==> src/rtl/free_list.sv <==
// Physical register free list: an N-entry circular FIFO with a speculative
// allocation pointer (head), a retired-allocation pointer (arch_head) and a release pointer (tail).
module free_list #(
  parameter int PHYS_REGS      = 128,
  parameter int ARCH_REGS      = 64,
  parameter int DISPATCH_WIDTH = 1,
  parameter int COMMIT_WIDTH   = 1
) (
  input  logic                                             clock,
  input  logic                                             reset,
  input  logic [DISPATCH_WIDTH-1:0]                        alloc_req_i,
  output logic [DISPATCH_WIDTH-1:0]                        alloc_valid_o,
  output logic [DISPATCH_WIDTH-1:0][$clog2(PHYS_REGS)-1:0] alloc_prf_o,
  output logic [$clog2(PHYS_REGS+1)-1:0]                   free_count_o,
  input  logic [COMMIT_WIDTH-1:0]                          commit_valid_i,
  input  logic [COMMIT_WIDTH-1:0]                          commit_rd_wen_i,
  input  logic [COMMIT_WIDTH-1:0][$clog2(PHYS_REGS)-1:0]   commit_old_prf_i,
  input  logic                                             flush_i
);
  localparam int N  = PHYS_REGS - ARCH_REGS;
  localparam int IW = $clog2(N);
  localparam int PW = IW + 1;
  localparam int RW = $clog2(PHYS_REGS);
  localparam int FW = $clog2(PHYS_REGS + 1);

  logic [RW-1:0]                   fifo_r [N];
  logic [PW-1:0]                   head_r;
  logic [PW-1:0]                   tail_r;
  logic [PW-1:0]                   arch_head_r;
  logic [PW-1:0]                   free_s;
  logic [PW-1:0]                   grant_cnt_s;
  logic [PW-1:0]                   commit_cnt_s;
  logic [PW-1:0]                   head_next_s;
  logic [PW-1:0]                   tail_next_s;
  logic [PW-1:0]                   arch_next_s;
  logic [PW-1:0]                   count_next_s;
  logic [COMMIT_WIDTH-1:0]         commit_we_s;
  logic [COMMIT_WIDTH-1:0][IW-1:0] commit_idx_s;

  // Grant lanes in order; lane i takes the k-th free entry where k counts lower-lane grants
  always_comb begin
    free_s        = tail_r - head_r;
    grant_cnt_s   = {PW{1'b0}};
    alloc_valid_o = {DISPATCH_WIDTH{1'b0}};
    alloc_prf_o   = {(DISPATCH_WIDTH*RW){1'b0}};
    for (int i = 0; i < DISPATCH_WIDTH; i++) begin
      if (alloc_req_i[i] && !flush_i && !reset && (free_s > grant_cnt_s)) begin
        alloc_valid_o[i] = 1'b1;
        alloc_prf_o[i]   = fifo_r[IW'(head_r + grant_cnt_s)];
        grant_cnt_s      = grant_cnt_s + PW'(1);
      end else begin
        alloc_valid_o[i] = 1'b0;
      end
    end
  end

  // Compact the qualifying release lanes into consecutive slots starting at tail
  always_comb begin
    commit_cnt_s = {PW{1'b0}};
    commit_we_s  = {COMMIT_WIDTH{1'b0}};
    commit_idx_s = {(COMMIT_WIDTH*IW){1'b0}};
    for (int j = 0; j < COMMIT_WIDTH; j++) begin
      if (commit_valid_i[j] && commit_rd_wen_i[j]) begin
        commit_we_s[j]  = 1'b1;
        commit_idx_s[j] = IW'(tail_r + commit_cnt_s);
        commit_cnt_s    = commit_cnt_s + PW'(1);
      end else begin
        commit_we_s[j] = 1'b0;
      end
    end
  end

  // Next pointer values; a flush rewinds head onto the post-commit arch_head
  always_comb begin
    tail_next_s = tail_r + commit_cnt_s;
    arch_next_s = arch_head_r + commit_cnt_s;
    if (flush_i) begin
      head_next_s = arch_next_s;
    end else begin
      head_next_s = head_r + grant_cnt_s;
    end
    count_next_s = tail_next_s - head_next_s;
  end

  // Pointer, storage and free-count state
  always_ff @(posedge clock or posedge reset) begin
    if (reset) begin
      head_r       <= {PW{1'b0}};
      arch_head_r  <= {PW{1'b0}};
      tail_r       <= PW'(N);
      free_count_o <= FW'(N);
      for (int i = 0; i < N; i++) begin
        fifo_r[i] <= RW'(ARCH_REGS + i);
      end
    end else begin
      head_r       <= head_next_s;
      tail_r       <= tail_next_s;
      arch_head_r  <= arch_next_s;
      free_count_o <= FW'(count_next_s);
      for (int j = 0; j < COMMIT_WIDTH; j++) begin
        if (commit_we_s[j]) begin
          fifo_r[commit_idx_s[j]] <= commit_old_prf_i[j];
        end
      end
    end
  end

endmodule

==> config.mk <==
export PLATFORM = sky130hd
export DESIGN_NAME = free_list
export DESIGN_NICKNAME = d
export VERILOG_FILES = /design/src/rtl/free_list.sv
export SDC_FILE = /design/constraint.sdc
export NUM_CORES = 1
export LEC_CHECK = 0
export ABC_AREA = 0
export BUFFER_PORTS_ARGS = -buffer_cell sky130_fd_sc_hd__buf_4
export CAP_MARGIN = 20
export CORE_MARGIN = 4
export CORE_UTILIZATION = 48
export DETAILED_ROUTE_END_ITERATION = 7
export PLACE_DENSITY = 0.63
export SLEW_MARGIN = 20
export SYNTH_ARGS = -nofsm -noshare
export SYNTH_HDL_FRONTEND = slang
export SYNTH_SLANG_ARGS = --single-unit
export TNS_END_PERCENT = 50
==> constraint.sdc <==
create_clock -name clock -period 13.55 [get_ports clock]
set_clock_uncertainty 0.2 [all_clocks]
set_input_delay 0 -clock clock [delete_from_list [all_inputs] [get_ports clock]]
set_output_delay 0 -clock clock [all_outputs]
set_load 0.02 [all_outputs]
==> qor.yml <==
critPathMaxStageDelay_ns: 0.94
io_pins: 29
initial_utilization_pct: 48.8
root_buffer: "clkbuf_16"
worstPathArrival_ns: 5.92
end_kind: "flip-flop"
power_leakage_nw: 10.8
crit_fanout: 21
grt_max_degree: 179
fill_cells: 3881
status: "finished clean"
post-route-drc-count: 0
routed_wl_um: 55800
vias_per_cell: 5.97
antenna_left: 0
row_count: 79
layout-drive-gt1-share_pct: 60.6
synth_seq_area_share_pct: 53.6
setup_viol: 0
power_frac_clock_pct: 32.3
ys_seq_elements: 476
gp_congestion: 0.868
htree_num_levels: 2
worstMarginPinSlew_ns: 1.23
synthesis.area_um2: 22800
cts_buffers: 50
path_delay_family: "compound AO/OA/AOI/OAI gates"
place_hpwl_um: 35200
path_common_cell: "ha_1"
synthCells: 1543
internal_power_w: 0.00298
die_w_um: 226
core_um2: 46800
antenna_found_initial: 0
hold_slack_ns: 0.195
rsz0062_at_grt: "false"
ir_drop_uv: 128
synth_edf_count: 0
wire_per_inst_um: 25.5
cts_sinks: 476
grt_pass1_vias: 13500
syn_nets: 1575
firstDrtPassIters: 8
postSynth.asyncResetShare_pct: 100
pwr_density_cell_nw_per_um2: 174
diodes: 0
final_nets: 1573
maxSlewHeadroom_pct: 17.3
post-cts-setup-buffers: 0
cp.required_ns: 13.87
sw_frac_of_total_pct: 31.6
track_usage_pct: 22.2
clockBufferDepth: 3
min_period_ns: 5.60
cpMaxStageDelayCell: "dfrtp_1"
p_comb_share_pct: 26.4
period_share_pct: 41.3
die_h_um: 226
p_switching_w: 0.00138
via_count: 13100
hold_violations: 0
layout_commonest_cell: "mux2_2"
min-delay-path-class: "primary input to flip-flop"
yosysUniqueCellTypes: 52
cts_tree: "yes"
crit_chain: "clkinv_1, ha_1, nor2b_1, or4_1, a211o_1, o311a_1, ha_1, ha_1, xnor2_1, o21a_1, ha_1, nor2b_1, o21ai_0, nand2b_1, a21o_1, a21oi_1, xnor2_1"
cts_hold_buffers: 13
io_buffer_count: 27
cp.buffers_inverters: 1
ys_warn_count: 0
path_clk_slew_ns: 0.06
ys.flop_type: "dfstp_2"
detailedRoute.firstIterationViolations: 836
syn_avg_cell_area_um2: 14.8
insertion_delay_ns: 0.58
pwr-share-seq_pct: 41.3
max_cap_violations: 0
drv_slew: 0
grt_pass1_wl_um: 86100
start_kind: "flip-flop"
overflow: 0
layout_common_cells: "450 x mux2_2, 258 x dfstp_2, 215 x dfrtp_1"
crit_type: "flip-flop to flip-flop"
tns_ns: 0
cts_resized: 0
fmax_mhz: 179
area_growth_pct: 9.90
die_area_um2: 51100
-- power groups by stage --
| stage | combinational (W) | sequential (W) | clock, W |
|---|---|---|---|
| 3_3_place_gp | 0.00112 | 0.00182 | 0 |
| 2_1_floorplan | 0.000967 | 0.00172 | 0 |
| 3_5_place_dp | 0.00114 | 0.00182 | 0 |
| 4_1_cts | 0.00115 | 0.00180 | 0.00144 |
| 5_1_grt | 0.00124 | 0.00183 | 0.00150 |
| 6_report | 0.00115 | 0.00180 | 0.00141 |
-- logic make-up (layout without fill, tap and decap cells) --
| family | Yosys count | count (layout) | synth area share [%] |
|---|---|---|---|
| multiplexers | 571 | 571 | 33.0 |
| buffers and inverters | 127 | 166 | 3.22 |
| AO/OA/AOI/OAI | 111 | 111 | 3.53 |
| other | 1 | 1 | 0.0164 |
| flip-flops | 476 | 476 | 53.6 |
| AND/OR/NAND/NOR | 216 | 216 | 4.75 |
| adder cells (fa/ha/maj) | 19 | 19 | 1.07 |
| XOR/XNOR | 22 | 22 | 0.844 |
-- Yosys cell counts (all sizes together) (17+ instances only) --
library cell / number / area, um^2
mux2i: 26 / 260
nor2: 73 / 367
mux2: 450 / 5070
a22oi: 24 / 180
ha: 18 / 225
buf: 38 / 332
inv: 19 / 71.3
nor2b: 17 / 106
mux4: 95 / 2200
nand3: 21 / 105
nand2: 71 / 274
dfstp: 258 / 6780
clkbuf: 68 / 325
dfrtp: 218 / 5460
-- layout make-up --
cell class | count | area, um^2 | share of cell area (%)
inverters | 21 | 86.3 | 0.344
repair buffers | 52 | 435 | 1.74
multi-input cells | 940 | 9870 | 39.3
well taps | 607 | 759 | 3.03
flip-flops and latches | 476 | 12200 | 48.8
clock buffers | 79 | 1550 | 6.18
clock inverters | 14 | 151 | 0.603
-- tightest hold or removal path, cell delays in order --
cell and delay, ns:
dlygate4sd3_1 0.54, buf_4 0.20, mux2_2 0.20
-- registers in the layout (all words and copies together) (netlist names) --
name / count
head_r: 7
tail_r: 7
free_count_o: 7
arch_head_r: 7
fifo_r: 448
-- path summary, 6_finish.rpt --
check                      slack [ns]  cells after the start              end           start
min in group asynchronous        0.48                      4   arch_head_r[4]           reset
hold / removal                   0.19                      3        head_r[6]         flush_i
setup reg to reg                 7.95                     17  free_count_o[6]       head_r[3]
setup / recovery                 7.95                     17  free_count_o[6]       head_r[3]
hold reg to reg                  0.29                      1   arch_head_r[6]  arch_head_r[6]
max in group asynchronous        9.72                      7      fifo_r[220]           reset
-- routing by layer --
layer  global-route usage [%]  vias up  part of all wire (%)
met5                        0        -                     0
met4                     5.91        0                   2.7
met3                     4.55       97                   5.3
met2                     34.5      334                    47
met1                     32.3     6957                    45
li1                         -     5683                     -
-- through the flow --
stage	total power [W]	area [um^2]	worst slack, ns	utilization (%)	instances
after floorplan	0.00269	22800	0.498	-	1543
after CTS	0.00440	25100	7.99	53.7	2189
after detailed placement	0.00297	23300	8.02	49.7	2083
after global placement	0.00294	23300	8.10	49.7	2083
final	0.00436	25100	7.95	53.7	2189
after global routing	0.00456	25100	7.62	53.7	2189
Power figures use the tool's default switching activity.
